===== src/rtl/rng_request_arbiter.sv =====
// rng_request_arbiter: round-robin sharing of one LFSR/counter source; tap snapshot ports enabled by RNG_TAP_SNAPSHOT_EN
module rng_request_arbiter #(
  parameter int NUM_REQ = 4,
  parameter int SETTLE_CYCLES = 2,
  localparam int IDW = (NUM_REQ > 1) ? $clog2(NUM_REQ) : 1
) (
  input  logic               clk,
  input  logic               rst_n,
  input  logic [NUM_REQ-1:0] req_valid,
  input  logic [NUM_REQ-1:0] req_mode,
  output logic [NUM_REQ-1:0] req_ready,
  output logic               rsp_valid,
  output logic [IDW-1:0]     rsp_id,
  output logic [31:0]        rsp_data,
  input  logic               rsp_ready,
  output logic               src_is_lfsr,
  input  logic [31:0]        src_out,
  output logic               busy
`ifdef RNG_TAP_SNAPSHOT_EN
  ,
  input  logic [3:0]         cfg_tap_index,
  output logic [3:0]         src_tap_index,
  input  logic [3:0]         src_tap_output,
  output logic [3:0]         rsp_tap
`endif
);
  typedef enum logic [1:0] {IDLE, SETTLE, CAPTURE, RESP} state_t;
  localparam logic [IDW:0] NR = (IDW+1)'(NUM_REQ);
  state_t state_q, state_d;
  logic [IDW-1:0] ptr_q, ptr_d, rsp_id_q, rsp_id_d, win;
  logic [IDW:0] sum;
  logic [3:0] cnt_q, cnt_d;
  logic src_is_lfsr_q, src_is_lfsr_d, rsp_valid_q, rsp_valid_d, found, chg;
  logic [31:0] rsp_data_q, rsp_data_d;
  logic [3:0] tap_idx_q, tap_idx_d, rsp_tap_q, rsp_tap_d;
  // first asserted request scanning from ptr, wrapping
  always_comb begin
    found = 1'b0;
    win = '0;
    sum = '0;
    for (int i = 0; i < NUM_REQ; i++) begin
      sum = {1'b0, ptr_q} + (IDW+1)'(i);
      sum = (sum >= NR) ? sum - NR : sum;
      if (!found && req_valid[sum[IDW-1:0]]) begin
        found = 1'b1;
        win = sum[IDW-1:0];
      end
    end
  end
  // next-state: grant in IDLE, settle after a source reconfiguration, capture, hold response
  always_comb begin
    state_d = state_q;
    ptr_d = ptr_q;
    cnt_d = cnt_q;
    src_is_lfsr_d = src_is_lfsr_q;
    rsp_valid_d = rsp_valid_q;
    rsp_id_d = rsp_id_q;
    rsp_data_d = rsp_data_q;
    tap_idx_d = tap_idx_q;
    rsp_tap_d = rsp_tap_q;
    chg = 1'b0;
    unique case (state_q)
      IDLE: if (found) begin
        chg = req_mode[win] != src_is_lfsr_q;
`ifdef RNG_TAP_SNAPSHOT_EN
        chg = chg || (cfg_tap_index != tap_idx_q);
        tap_idx_d = cfg_tap_index;
`endif
        rsp_id_d = win;
        src_is_lfsr_d = req_mode[win];
        cnt_d = 4'(SETTLE_CYCLES);
        state_d = chg ? SETTLE : CAPTURE;
      end
      SETTLE: begin
        cnt_d = cnt_q - 4'd1;
        state_d = (cnt_q == 4'd1) ? CAPTURE : SETTLE;
      end
      CAPTURE: begin
        rsp_data_d = src_out;
`ifdef RNG_TAP_SNAPSHOT_EN
        rsp_tap_d = src_tap_output;
`endif
        rsp_valid_d = 1'b1;
        state_d = RESP;
      end
      RESP: if (rsp_ready) begin
        rsp_valid_d = 1'b0;
        ptr_d = (rsp_id_q == IDW'(NUM_REQ-1)) ? '0 : rsp_id_q + IDW'(1);
        state_d = IDLE;
      end
    endcase
  end
  // state registers, async reset back to LFSR mode with no pending response
  always_ff @(posedge clk or negedge rst_n)
    if (!rst_n) begin
      state_q <= IDLE;
      ptr_q <= '0;
      cnt_q <= '0;
      src_is_lfsr_q <= 1'b1;
      rsp_valid_q <= 1'b0;
      rsp_id_q <= '0;
      rsp_data_q <= '0;
      tap_idx_q <= '0;
      rsp_tap_q <= '0;
    end else begin
      state_q <= state_d;
      ptr_q <= ptr_d;
      cnt_q <= cnt_d;
      src_is_lfsr_q <= src_is_lfsr_d;
      rsp_valid_q <= rsp_valid_d;
      rsp_id_q <= rsp_id_d;
      rsp_data_q <= rsp_data_d;
      tap_idx_q <= tap_idx_d;
      rsp_tap_q <= rsp_tap_d;
    end
  assign req_ready = (state_q == IDLE && found) ? NUM_REQ'(1) << win : '0;
  assign rsp_valid = rsp_valid_q;
  assign rsp_id = rsp_id_q;
  assign rsp_data = rsp_data_q;
  assign src_is_lfsr = src_is_lfsr_q;
  assign busy = state_q != IDLE;
`ifdef RNG_TAP_SNAPSHOT_EN
  assign src_tap_index = tap_idx_q;
  assign rsp_tap = rsp_tap_q;
`endif
endmodule


===== config.mk =====
export PLATFORM = sky130hd
export DESIGN_NAME = rng_request_arbiter
export DESIGN_NICKNAME = d
export VERILOG_FILES = /design/src/rtl/rng_request_arbiter.sv
export SDC_FILE = /design/constraint.sdc
export NUM_CORES = 1
export LEC_CHECK = 0
export ABC_AREA = 0
export CAP_MARGIN = 20
export CORE_UTILIZATION = 42
export DETAILED_ROUTE_END_ITERATION = 6
export PLACE_DENSITY = 0.82
export SLEW_MARGIN = 20
export SYNTH_ARGS = -nofsm -noshare
export SYNTH_HDL_FRONTEND = slang
export SYNTH_SLANG_ARGS = --single-unit
export TNS_END_PERCENT = 1

===== constraint.sdc =====
create_clock -name clk -period 2.25 [get_ports clk]
set_input_delay 0.5625 -clock clk [delete_from_list [all_inputs] [get_ports clk]]
set_output_delay 0.5625 -clock clk [all_outputs]
set_load 0.05 [all_outputs]

==> impl_metrics.toml <==
[run_status]
status = "finished, violations left"
failed_checks = "setup timing"

[synth]
yosys.area.top_type = "dfrtp_1"
synthFlopType = "dfrtp_1"
synth_edf_count = 0
ys_types = 31
synth.most_common_cell = "dfrtp_1"
synth_fp_nets = 197
synthArstFlopShare_pct = 100
muxShareOfSynthArea_pct = 22.1
synth-compound-area-share_pct = 7.13
ys_ff_latch = 44
ys_seq_area_share_pct = 57.1
syn_avg_cell_area_sq_um = 12.8
synth_top_family_by_area = "multiplexers"
syn_area_sq_um = 1930
synthSimpleGateAreaFrac_pct = 8.94
yosysWarningCount = 0
yosys-top-cells-count = "43 x dfrtp_1, 32 x mux2_1, 13 x nand2_1"
synth-xor-area-share_pct = 0.454
syn_inst = 151
synth_top_area_share_pct = 55.7
synthTopCellsByArea = "dfrtp_1 56%, mux2_1 19%, nand2_1 2.5%, mux2i_1 2.1%, ha_1 1.9%"
synthAdderAreaFrac_pct = 1.94

[clocking]
hold_buffers = 0
clk_latency_ns = 0.30
cts_sinks = 44
cts_made_buffers = 5
cts_tree = "done"
root_buffer = "clkbuf_8"
htree_num_levels = 2
clk_pin_slew_ns = 0.08
cts_buffer_depth = 2

[setup_path]
r2r-start = "ptr_q[1]"
regToRegSetupSlack_ns = 0.04
end_kind = "output pin"
startpoint_type = "input pin"
worst_r2r_path_depth = 9
path_class = "input pin to output pin"
critPathRequiredTime_ns = 1.69
r2r-end = "state_q[1]"
crit_path_max_fanout = 6
cp.arrival_ns = 1.77

[job]
drv_cap = 0

[layout]
post-route-util_pct = 71.3
final_cell_count_no_fill = 305
fill_cells = 333
fin_area_sq_um = 3130
multi_input_area_sq_um = 845
seqCellArea_sq_um = 1100
nNetsFinal = 298
drive_gt1_share_pct = 19.4
area_growth_pct = 62.0
diodes = 0

[timing]
worstMarginPinSlew_ns = 0.530
finalClockSkew_ns = 0.00610
rsz0062_at_grt = "true"
fin_crit_ns = 2.33
fin_crit_sh_pct = 104
fin_hold_ws_ns = 0.216
setup_viol = 4
relSlewSlack_pct = 64.6
max_freq_mhz = 429
hold_violations = 0
layout_setup_ws_ns = -0.0800
slew_violations = 0

[place]
dp.cells = 294
place_area_sq_um = 2960
io_buffer_count = 83
hpwlAfterDp_um = 3080
place_congestion = 0.747

[global_route]
grt_max_degree = 33
grt_usage_pct = 18.5
grt_pass1_vias = 1494
grt_pass1_wl_um = 7090
grt_overflow = 0
antenna_found_initial = 0

[floorplanning]
num_rows = 24
start_util_pct = 44.0
ioPinCount = 84
die_area_sq_um = 4870
die_h_um = 69.8
fp.dieW_um = 69.8
core_region_area_sq_um = 4380

[detailed_routing]
wl_met2_um = 1970
drtAntennaViolNets = 0
dr.first_iter.drc_count = 68
route.detailed.drc = 0
met1_length_um = 1760
highest-signal-layer = "met4"
drt-total-wl_um = 4120
vias_per_cell = 4.89
first_pass_iters = 4
wl_per_cell_um = 13.5
wl_met3_um = 332
via_count = 1492

[min_path]
hp-class = "input pin to asynchronous set/reset pin"

[power_and_ir_drop]
peakVddDrop_uv = 761
powerDensity_nw_per_um2 = 1650
p_leak_nw = 1.36
## metal layers
layer	up-vias	GRT usage [%]
met4	0	6.44
met2	60	29.4
met5	-	0
li1	723	-
met3	5	6.54
met1	704	23.5
## through the flow
stage / setup TNS (ns) / total power, mW / worst slack [ns]
detailed placement: -2.53 / 4.60 / -0.463
floorplan: -0.548 / 3.49 / -0.362
global route: -0.598 / 5.45 / -0.158
CTS: -0.277 / 5.18 / -0.0830
global placement: -2.26 / 4.54 / -0.419
finish: -0.182 / 5.16 / -0.0800
## sequential cells by signal, indices dropped and copies added, names as in the netlist
name / cells
state_q: 2
rsp_id: 2
rsp_valid: 1
cnt_q: 4
rsp_data: 32
ptr_q: 2
src_is_lfsr: 1
## layout by cell type (no fill, tap or decap), types with 3 or more instances in the layout
cell type,n
buf_4,17
mux2i_1,4
buf_12,5
clkdlybuf4s50_1,72
clkbuf_8,6
nand2_1,10
dfrtp_1,43
inv_1,6
ha_1,3
mux2_1,32
o21ai_0,4
nor2_1,4
## cells by family (layout without fill, tap and decap cells)
| kind of cell | count (synthesis) | count (layout) |
|---|---|---|
| mux | 38 | 38 |
| simple gates | 35 | 35 |
| buf+inv | 12 | 114 |
| compound gates | 18 | 18 |
| flops | 44 | 44 |
| fa+ha+maj | 3 | 3 |
| xor+xnor | 1 | 1 |
## what timing repair did
action,4_1_cts,5_1_grt
resized for setup,14,7
setup endpoints to repair,6,6
pin swaps,4,3
buffers inserted,2,1
## area by class of cell
| cell class | count | area share [%] |
|---|---|---|
| Timing Repair Buffer | 100 | 31.9 |
| Sequential cell | 44 | 35.3 |
| Clock buffer | 7 | 2.76 |
| Tap cell | 52 | 2.08 |
| Inverter | 6 | 0.720 |
| Multi-Input combinational cell | 95 | 27.0 |
| Clock inverter | 1 | 0.240 |
## how the worst max path moves through the flow
stage                 startpoint           end  slack [ns]
detailed placement  req_valid[3]  req_ready[3]       -0.46
CTS                     ptr_q[1]  req_ready[0]       -0.08
floorplan           req_valid[2]  req_ready[2]       -0.36
global placement    req_valid[3]  req_ready[3]       -0.42
global route            ptr_q[1]  req_ready[0]       -0.16
finish              req_valid[3]  req_ready[0]       -0.08
## critical path: stages
cell and delay [ns]:
clkdlybuf4s15_2 0.21, buf_4 0.14, nand3b_1 0.14, o21ai_0 0.08
nand2_1 0.11, nand2_4 0.12, nor3b_4 0.24, buf_12 0.17
## where the power goes
| part | internal (mW) | leakage [nW] | switching, mW |
|---|---|---|---|
| registers | 1.21 | 0.516 | 0.234 |
| logic | 1.27 | 0.800 | 1.94 |
| clock network | 0.249 | 0.0445 | 0.257 |
| total | 2.73 | 1.36 | 2.43 |
Power figures use the tool's default switching activity.
